**src/rtl/btn_debounce_multi.sv**
```systemverilog
// Multi-channel push-button conditioner: per-channel synchroniser, tick-based debounce,
// press/release strobes and optional auto-repeat, all sharing one tick prescaler.
module btn_debounce_multi #(
   parameter int N_CH         = 4,
   parameter int CLK_HZ       = 100000000,
   parameter int TICK_HZ      = 1000,
   parameter int STABLE_TICKS = 16,
   parameter int SYNC_STAGES  = 2,
   parameter int RPT_DELAY    = 500,
   parameter int RPT_RATE     = 100
) (
   input  logic            clock,
   input  logic            reset_n,
   input  logic [N_CH-1:0] button,
   output logic [N_CH-1:0] level,
   output logic [N_CH-1:0] pressed,
   output logic [N_CH-1:0] released,
   output logic [N_CH-1:0] autoRepeat,
   output logic            tick
);

   localparam int DIV  = CLK_HZ / TICK_HZ;
   localparam int PW   = $clog2(DIV);
   localparam int SW   = $clog2(STABLE_TICKS + 1);
   localparam int RMAX = (RPT_DELAY > RPT_RATE) ? RPT_DELAY : RPT_RATE;
   localparam int RW   = $clog2(RMAX + 1);

   localparam logic [PW-1:0] DIV_LAST  = PW'(DIV - 1);
   localparam logic [SW-1:0] SC_LAST   = SW'(STABLE_TICKS - 1);
   localparam logic [RW-1:0] RPT_FIRST = RW'(RPT_DELAY);
   localparam logic [RW-1:0] RPT_NEXT  = RW'(RPT_RATE);
   localparam bit            RPT_ON    = (RPT_DELAY > 0);

   logic [SYNC_STAGES-1:0][N_CH-1:0] sync_r;
   logic [N_CH-1:0]                  syncLvl_s;

   logic [PW-1:0] divCnt_r;
   logic          tickEn_s;
   logic          tick_r;

   logic [N_CH-1:0][SW-1:0] stab_r;
   logic [N_CH-1:0][SW-1:0] stabNxt_s;
   logic [N_CH-1:0][RW-1:0] rpt_r;
   logic [N_CH-1:0][RW-1:0] rptNxt_s;
   logic [N_CH-1:0]         rptArmed_r;
   logic [N_CH-1:0]         rptArmedNxt_s;

   logic [N_CH-1:0] level_r;
   logic [N_CH-1:0] levelNxt_s;
   logic [N_CH-1:0] pressed_r;
   logic [N_CH-1:0] pressNxt_s;
   logic [N_CH-1:0] released_r;
   logic [N_CH-1:0] releaseNxt_s;
   logic [N_CH-1:0] repeat_r;
   logic [N_CH-1:0] repeatNxt_s;

   // Synchroniser chain; stage 0 samples the asynchronous pins.
   always_ff @(posedge clock or negedge reset_n) begin
      if (!reset_n) begin
         sync_r <= '0;
      end else begin
         sync_r <= {sync_r[SYNC_STAGES-2:0], button};
      end
   end

   assign syncLvl_s = sync_r[SYNC_STAGES-1];

   // Shared prescaler producing one tick_en cycle every DIV clocks.
   always_ff @(posedge clock or negedge reset_n) begin
      if (!reset_n) begin
         divCnt_r <= '0;
         tick_r   <= 1'b0;
      end else begin
         tick_r <= tickEn_s;
         if (tickEn_s) begin
            divCnt_r <= '0;
         end else begin
            divCnt_r <= divCnt_r + PW'(1);
         end
      end
   end

   assign tickEn_s = (divCnt_r == DIV_LAST);

   // Debounce: a level flips only after STABLE_TICKS consecutive differing ticks.
   always_comb begin
      levelNxt_s   = level_r;
      pressNxt_s   = '0;
      releaseNxt_s = '0;
      stabNxt_s    = stab_r;
      for (int i = 0; i < N_CH; i++) begin
         if (!tickEn_s) begin
            stabNxt_s[i] = stab_r[i];
         end else if (syncLvl_s[i] == level_r[i]) begin
            stabNxt_s[i] = '0;
         end else if (stab_r[i] == SC_LAST) begin
            stabNxt_s[i]    = '0;
            levelNxt_s[i]   = ~level_r[i];
            pressNxt_s[i]   = ~level_r[i];
            releaseNxt_s[i] = level_r[i];
         end else begin
            stabNxt_s[i] = stab_r[i] + SW'(1);
         end
      end
   end

   // Auto-repeat: first pulse after RPT_DELAY held ticks, then every RPT_RATE ticks.
   always_comb begin
      rptNxt_s      = rpt_r;
      rptArmedNxt_s = rptArmed_r;
      repeatNxt_s   = '0;
      for (int i = 0; i < N_CH; i++) begin
         // a release accepted this tick wins over a repeat due on the same tick
         if (!RPT_ON || !level_r[i] || releaseNxt_s[i]) begin
            rptNxt_s[i]      = '0;
            rptArmedNxt_s[i] = 1'b0;
         end else if (!tickEn_s) begin
            rptNxt_s[i] = rpt_r[i];
         end else if ((rpt_r[i] + RW'(1)) == (rptArmed_r[i] ? RPT_NEXT : RPT_FIRST)) begin
            rptNxt_s[i]      = '0;
            rptArmedNxt_s[i] = 1'b1;
            repeatNxt_s[i]   = 1'b1;
         end else begin
            rptNxt_s[i] = rpt_r[i] + RW'(1);
         end
      end
   end

   // Per-channel state and registered outputs.
   always_ff @(posedge clock or negedge reset_n) begin
      if (!reset_n) begin
         stab_r     <= '0;
         rpt_r      <= '0;
         rptArmed_r <= '0;
         level_r    <= '0;
         pressed_r  <= '0;
         released_r <= '0;
         repeat_r   <= '0;
      end else begin
         stab_r     <= stabNxt_s;
         rpt_r      <= rptNxt_s;
         rptArmed_r <= rptArmedNxt_s;
         level_r    <= levelNxt_s;
         pressed_r  <= pressNxt_s;
         released_r <= releaseNxt_s;
         repeat_r   <= repeatNxt_s;
      end
   end

   assign level      = level_r;
   assign pressed    = pressed_r;
   assign released   = released_r;
   assign autoRepeat = repeat_r;
   assign tick       = tick_r;

endmodule
```
**config.mk**
```make
export PLATFORM = sky130hd
export DESIGN_NAME = btn_debounce_multi
export DESIGN_NICKNAME = d
export VERILOG_FILES = /design/src/rtl/btn_debounce_multi.sv
export SDC_FILE = /design/constraint.sdc
export NUM_CORES = 1
export LEC_CHECK = 0
export BUFFER_PORTS_ARGS = -buffer_cell sky130_fd_sc_hd__clkbuf_2
export CORE_AREA = 3 3 118 120
export CTS_BUF_LIST = sky130_fd_sc_hd__clkbuf_8
export DETAILED_ROUTE_END_ITERATION = 16
export DIE_AREA = 0 0 121 123
export PLACE_DENSITY = 0.62
export SLEW_MARGIN = 10
export SYNTH_ARGS = -nofsm -noshare
export SYNTH_HDL_FRONTEND = slang
export SYNTH_SLANG_ARGS = --single-unit
```
**constraint.sdc**
```tcl
create_clock -name clock -period 3 [get_ports clock]
set_input_delay 0 -clock clock [delete_from_list [all_inputs] [get_ports clock]]
set_output_delay 0 -clock clock [all_outputs]
set_load 0.01 [all_outputs]
```
==> results of run 1 <==
power by group:
part	internal (mW)	switching, mW	leakage (nW)	total (mW)
Sequential	1.38	0.00319	1.39	1.38
Combinational	0.0144	0.0362	0.908	0.0506
Clock	0.338	0.456	0.0910	0.794
worst min path at each step:
stage | end | from | slack [ns]
after floorplan | autoRepeat[0] | reset_n | -0.30
after global placement | sync_r[0] | button[0] | 0.11
after detailed placement | sync_r[2] | button[2] | 0.11
after CTS | sync_r[0] | button[0] | 0.24
after global routing | sync_r[2] | button[2] | 0.25
final | rpt_r[16] | reset_n | 0.27
cell usage after synthesis (4+ instances only):
master / number / area share [%]
dfrtp_1: 102 / 50
nand2_1: 65 / 4.7
nand3_1: 43 / 4.2
nor2_1: 35 / 2.6
o21ai_0: 35 / 3.4
nor3_1: 22 / 2.1
xnor2_1: 17 / 2.9
a21oi_1: 16 / 1.6
clkbuf_1: 12 / 0.88
inv_1: 12 / 0.88
a21boi_0: 11 / 1.6
nand4_1: 11 / 1.3
xor2_1: 11 / 1.9
and3_1: 10 / 1.2
ha_1: 9 / 2.2
nand4b_1: 9 / 1.5
or3_1: 8 / 0.97
a32oi_1: 7 / 1.2
nor2b_1: 7 / 0.85
nor4_1: 7 / 0.85
and2_1: 6 / 0.73
nand2b_1: 5 / 0.61
a21boi_1: 4 / 0.58
a31oi_1: 4 / 0.49
buf_2: 4 / 0.39
o31ai_1: 4 / 0.58
or2_2: 4 / 0.49
per-layer routing:
metal | part of all wire (%) | GRT usage, % | wire (um) | up-vias
met5 | 0 | 0 | 0 | -
met3 | 2.5 | 3.11 | 265 | 18
met4 | 2.3 | 6.87 | 241 | 0
met1 | 48 | 19.6 | 4970 | 1967
met2 | 47 | 24.6 | 4930 | 58
li1 | - | - | - | 1964
cells by family after synthesis:
| kind of cell | Yosys count | synth area share [%] |
|---|---|---|
| and+or+nand+nor | 256 | 26.5 |
| xor gates and xnor gates | 28 | 4.77 |
| muxes | 2 | 0.414 |
| AOI/OAI and AO/OA | 102 | 13.2 |
| buffers and inverters | 36 | 3.24 |
| DFF | 102 | 49.6 |
| adders and majority gates | 9 | 2.19 |
state kept, by name (all words and copies together), names as in the netlist:
| name | count |
|---|---|
| pressed | 4 |
| syncLvl_s | 4 |
| autoRepeat | 4 |
| rptArmed_r | 4 |
| tick | 1 |
| sync_r | 4 |
| rpt_r | 36 |
| released | 4 |
| level | 4 |
| divCnt_r | 17 |
| stab_r | 20 |
cell type report:
class,instances,area [sq um]
repair buffers,35,235
clock inverters,4,22.5
clock buffers,11,151
multi-input cells,397,2430
fillers,1250,7420
inverters,14,52.6
well taps,176,220
flip-flops and latches,102,2550
worst max-delay path, delay by kind of cell, from the launching register on:
family	cells	cell delay [ns]
fa+ha+maj	1	0.22
buf+inv	2	0.51
simple gates	5	1.05
compound gates	2	0.29
flops	1	0.40
stage by stage:
| stage | instances | area [sq um] |
|---|---|---|
| floorplan | 535 | 5140 |
| CTS | 739 | 5660 |
| finish | 739 | 5660 |
| global placement | 719 | 5440 |
| global route | 739 | 5660 |
| detailed placement | 719 | 5440 |
repair_timing:
item / in CTS / in global routing
hold endpoints to repair: 68 / 0
buffers inserted: 0 / 0
hold buffers: 5 / 0
==> results.toml, run 1 <==
[worst_setup_path]
critPathRequiredTime_ns = 3.25
crit_type = "flip-flop to flip-flop"
critPathMaxStageDelay_ns = 0.40
crit_path_frequent_cell = "nand2_1"
critPathCapture = "rpt_r[3]"
path_max_fanout = 29
ff2ff_setup_slack_ns = 0.42
r2r-end = "rpt_r[3]"
endpoint_kind = "flip-flop"
worstRegToRegCells = 10
cp.arrival_ns = 2.83
slowest_stage = "dfrtp_1"
critPathLaunchType = "flip-flop"
worstPathCellList = "ha_1 > and4_4 > nand2_2 > or3_1 > buf_4 > inv_2 > nand2_1 > a21o_1 > nand2_1 > a21oi_1"
rr_startpoint = "divCnt_r[0]"
crit_start = "divCnt_r[0]"

[place]
gp_congestion = 0.792
port_buffers = 22
hpwl_um = 6950
dp_slack_ns = 0.414

[global_route]
grt_max_degree = 66
grt_pass1_vias = 3900
grt_pass1_wl_um = 18300
grt_overflow = 0
grt_util_all_layers_pct = 15.2
antenna_found_initial = 0

[timing]
rsz0062_at_grt = "false"
fin_tns_setup_ns = 0
slew_violations = 0
fmax_mhz = 388
period_needed_ns = 2.58
whs_ns = 0.271
worst_slew_pin_slew_ns = 0.836
hold_viol_final = 0
fin_crit_sh_pct = 86.0
setup_viol = 0
fin_ws_ns = 0.419
relSlewSlack_pct = 44.2
skew_ns = 0.00769

[yosys]
synth-async-reset-ratio_pct = 100
synth-main-ff-cell = "dfrtp_1"
syn-num-nets = 550
synthesis.area_sq_mm = 0.00514
yosys_warnings = 0
synth.distinct_cells = 66
syn_inst = 535
syn_avg_cell_area_sq_um = 9.61
seq_area_frac_synth_pct = 49.6
synth_seq_cells = 102
synth_edf_count = 0

[drt]
ant_nets = 0
wl_um = 10400
dr.pass1.iters = 4
routed-via-count = 4007
via_per_inst = 5.42
wire_per_inst_um = 14.1
drt-initial-drc-count = 388
drc = 0

[cells_and_area]
final_common_cell = "dfrtp_1"
fin_nets = 574
drive_above_1_share_pct = 12.1
final_cell_mix = "102 x dfrtp_1, 65 x nand2_1, 43 x nand3_1"
syn2layout_area_growth_pct = 10.1
num_antenna_cells = 0
utilization_pct = 43.3

[min_path]
hp-class = "primary input to async pin"

[floorplanning]
die_w_um = 121
die_area_sq_mm = 0.0149
die_h_um = 123
core_sq_mm = 0.0131
placementRows = 42
start_util_pct = 39.3
io-pin-count = 23

[cts]
tritoncts = "built"
cts_sinks = 102
clock_latency_ns = 0.37
ctsRootBufferMaster = "clkbuf_8"
clk_pin_slew_ns = 0.09
h-tree-depth = 3
cts_buffers = 9
post_cts_resized = 0
cts_buffer_depth = 2

[power_and_ir_drop]
irDropWorstVdd_uv = 160
p_total_mw = 2.23
p_per_area_mw_per_mm2 = 393
p_leak_nw = 2.39

[flow_run]
cap_viol_max_count = 0

[status]
status = "finished, final reports clean"
Note: power is estimated with default switching activity, not from simulation.
==> run 2, diff against run 1 <==
--- a/config.mk
+++ b/config.mk
@@ -6,10 +6,10 @@
 export NUM_CORES = 1
 export LEC_CHECK = 0
 export BUFFER_PORTS_ARGS = -buffer_cell sky130_fd_sc_hd__clkbuf_2
-export CORE_AREA = 3 3 118 120
+export CORE_AREA = 3 3 131 108
 export CTS_BUF_LIST = sky130_fd_sc_hd__clkbuf_8
 export DETAILED_ROUTE_END_ITERATION = 16
-export DIE_AREA = 0 0 121 123
+export DIE_AREA = 0 0 134 111
 export PLACE_DENSITY = 0.62
 export SLEW_MARGIN = 10
 export SYNTH_ARGS = -nofsm -noshare
==> results.toml, run 2 (synthesis results as in run 1) <==
[cells_and_area]
utilization_pct = 44.2
drive_above_1_share_pct = 12.2
fin_nets = 575
final_cell_mix = "102 x dfrtp_1, 65 x nand2_1, 43 x nand3_1"
stdcell_area_sq_mm = 0.00567
largest_reg_flops = 36
final_common_cell = "dfrtp_1"
syn2layout_area_growth_pct = 10.2
reg_top3 = "rpt_r (36), stab_r (20), divCnt_r (17)"
regMostFlops = "rpt_r"
num_antenna_cells = 0
stdcell_count = 740

[timing]
rsz0062_at_grt = "false"
fin_crit_sh_pct = 86.6
fin_tns_setup_ns = 0
hold_viol_final = 0
period_needed_ns = 2.60
relSlewSlack_pct = 35.6
skew_ns = 0.0108
worst_slew_pin_slew_ns = 0.966
slew_violations = 0
setup_viol = 0
fmax_mhz = 385

[cts]
clk_pin_slew_ns = 0.10
cts_setup_buffers = 0
cts_buffer_depth = 2
ctsRootBufferMaster = "clkbuf_8"
cts_buffers = 9
cts_hold_buffers = 5
cts_sinks = 102
post_cts_resized = 0
h-tree-depth = 3
tritoncts = "built"
clock_latency_ns = 0.37

[worst_setup_path]
critPathMaxStageDelay_ns = 0.61
cp_top_family = "simple AND/OR/NAND/NOR gates"
slowest_stage = "or3_1"
critPathBufInv = 1
critPathLaunchType = "flip-flop"
worstPathCellList = "ha_1 > and4_4 > nand2_2 > or3_1 > buf_4 > or4_1 > a21boi_1"
endpoint_kind = "flip-flop"
path_max_fanout = 18
cp.arrival_ns = 2.90
crit_type = "flip-flop to flip-flop"
critPathRequiredTime_ns = 3.30

[place]
port_buffers = 22
gp_congestion = 0.817
dp.cells = 719
placed_cell_area_sq_mm = 0.00543
hpwl_um = 7350

[drt]
wl_um = 10800
routed-via-count = 4012
drt-initial-drc-count = 221
via_per_inst = 5.42
ant_nets = 0
drc = 0
dr.pass1.iters = 4
wire_per_inst_um = 14.5

[global_route]
grt_util_all_layers_pct = 15.3
grt_overflow = 0
grt_pass1_vias = 3898
grt_pass1_wl_um = 18800
antenna_found_initial = 0
grt_max_degree = 79

[power_and_ir_drop]
p_total_mw = 2.26
p_per_area_mw_per_mm2 = 399
irDropWorstVdd_uv = 195
p_leak_nw = 2.40

[min_path]
hp-class = "primary input to flip-flop"

[floorplanning]
die_h_um = 111
core_sq_mm = 0.0128
die_area_sq_mm = 0.0149
start_util_pct = 40.1
io-pin-count = 23
die_w_um = 134
placementRows = 37

[status]
status = "finished, final reports clean"

[flow_run]
cap_viol_max_count = 0
run 2: changes by cell type in the layout (fill, tap and decap cells not counted), sizes merged:
cell,before,now
clkinv,4,3
buf,9,10
inv,13,14
clkbuf,32,33
run 2: through the flow:
step	worst slack [ns]	hold WS (ns)
floorplan	0.830	-0.296
global placement	0.460	0.109
detailed placement	0.408	0.111
CTS	0.397	0.239
global route	0.235	0.251
finish	0.403	0.261
run 2: path summary, 6_finish.rpt:
path / startpoint / cells past startpoint / endpoint / slack, ns
worst min-delay path: button[0] / 2 / sync_r[0] / 0.26
worst min register to register: sync_r[3] / 0 / syncLvl_s[3] / 0.36
worst max-delay path: divCnt_r[0] / 7 / rpt_r[35] / 0.40
max in group asynchronous: reset_n / 3 / stab_r[1] / 1.90
min in group asynchronous: reset_n / 2 / rpt_r[22] / 0.32
worst max register to register: divCnt_r[0] / 7 / rpt_r[35] / 0.40
run 2: final cells by class:
class / count / area, sq um
Timing Repair Buffer: 36 / 230
Clock buffer: 12 / 165
Clock inverter: 4 / 21.3
Fill cell: 1273 / 7160
Tap cell: 175 / 219
Multi-Input combinational cell: 397 / 2430
Sequential cell: 102 / 2550
Inverter: 14 / 52.6
run 2: report_power, final:
part | total [mW] | switching [mW] | internal (mW)
Clock | 0.827 | 0.463 | 0.365
Sequential | 1.38 | 0.00339 | 1.38
Combinational | 0.0493 | 0.0359 | 0.0134
run 2: routing by layer:
layer / global-route usage (%) / part of all wire [%] / vias up
li1: - / - / 1964
met1: 21.2 / 49 / 1971
met2: 24.3 / 46 / 67
met3: 3.45 / 3.7 / 10
met4: 4.32 / 1.0 / 0
met5: 0 / 0 / -
run 2: worst reg2reg max path: stages, from the launching register on:
cell,delay (ns)
dfrtp_1,0.40
ha_1,0.22
and4_4,0.25
nand2_2,0.07
or3_1,0.61
buf_4,0.31
or4_1,0.53
a21boi_1,0.15
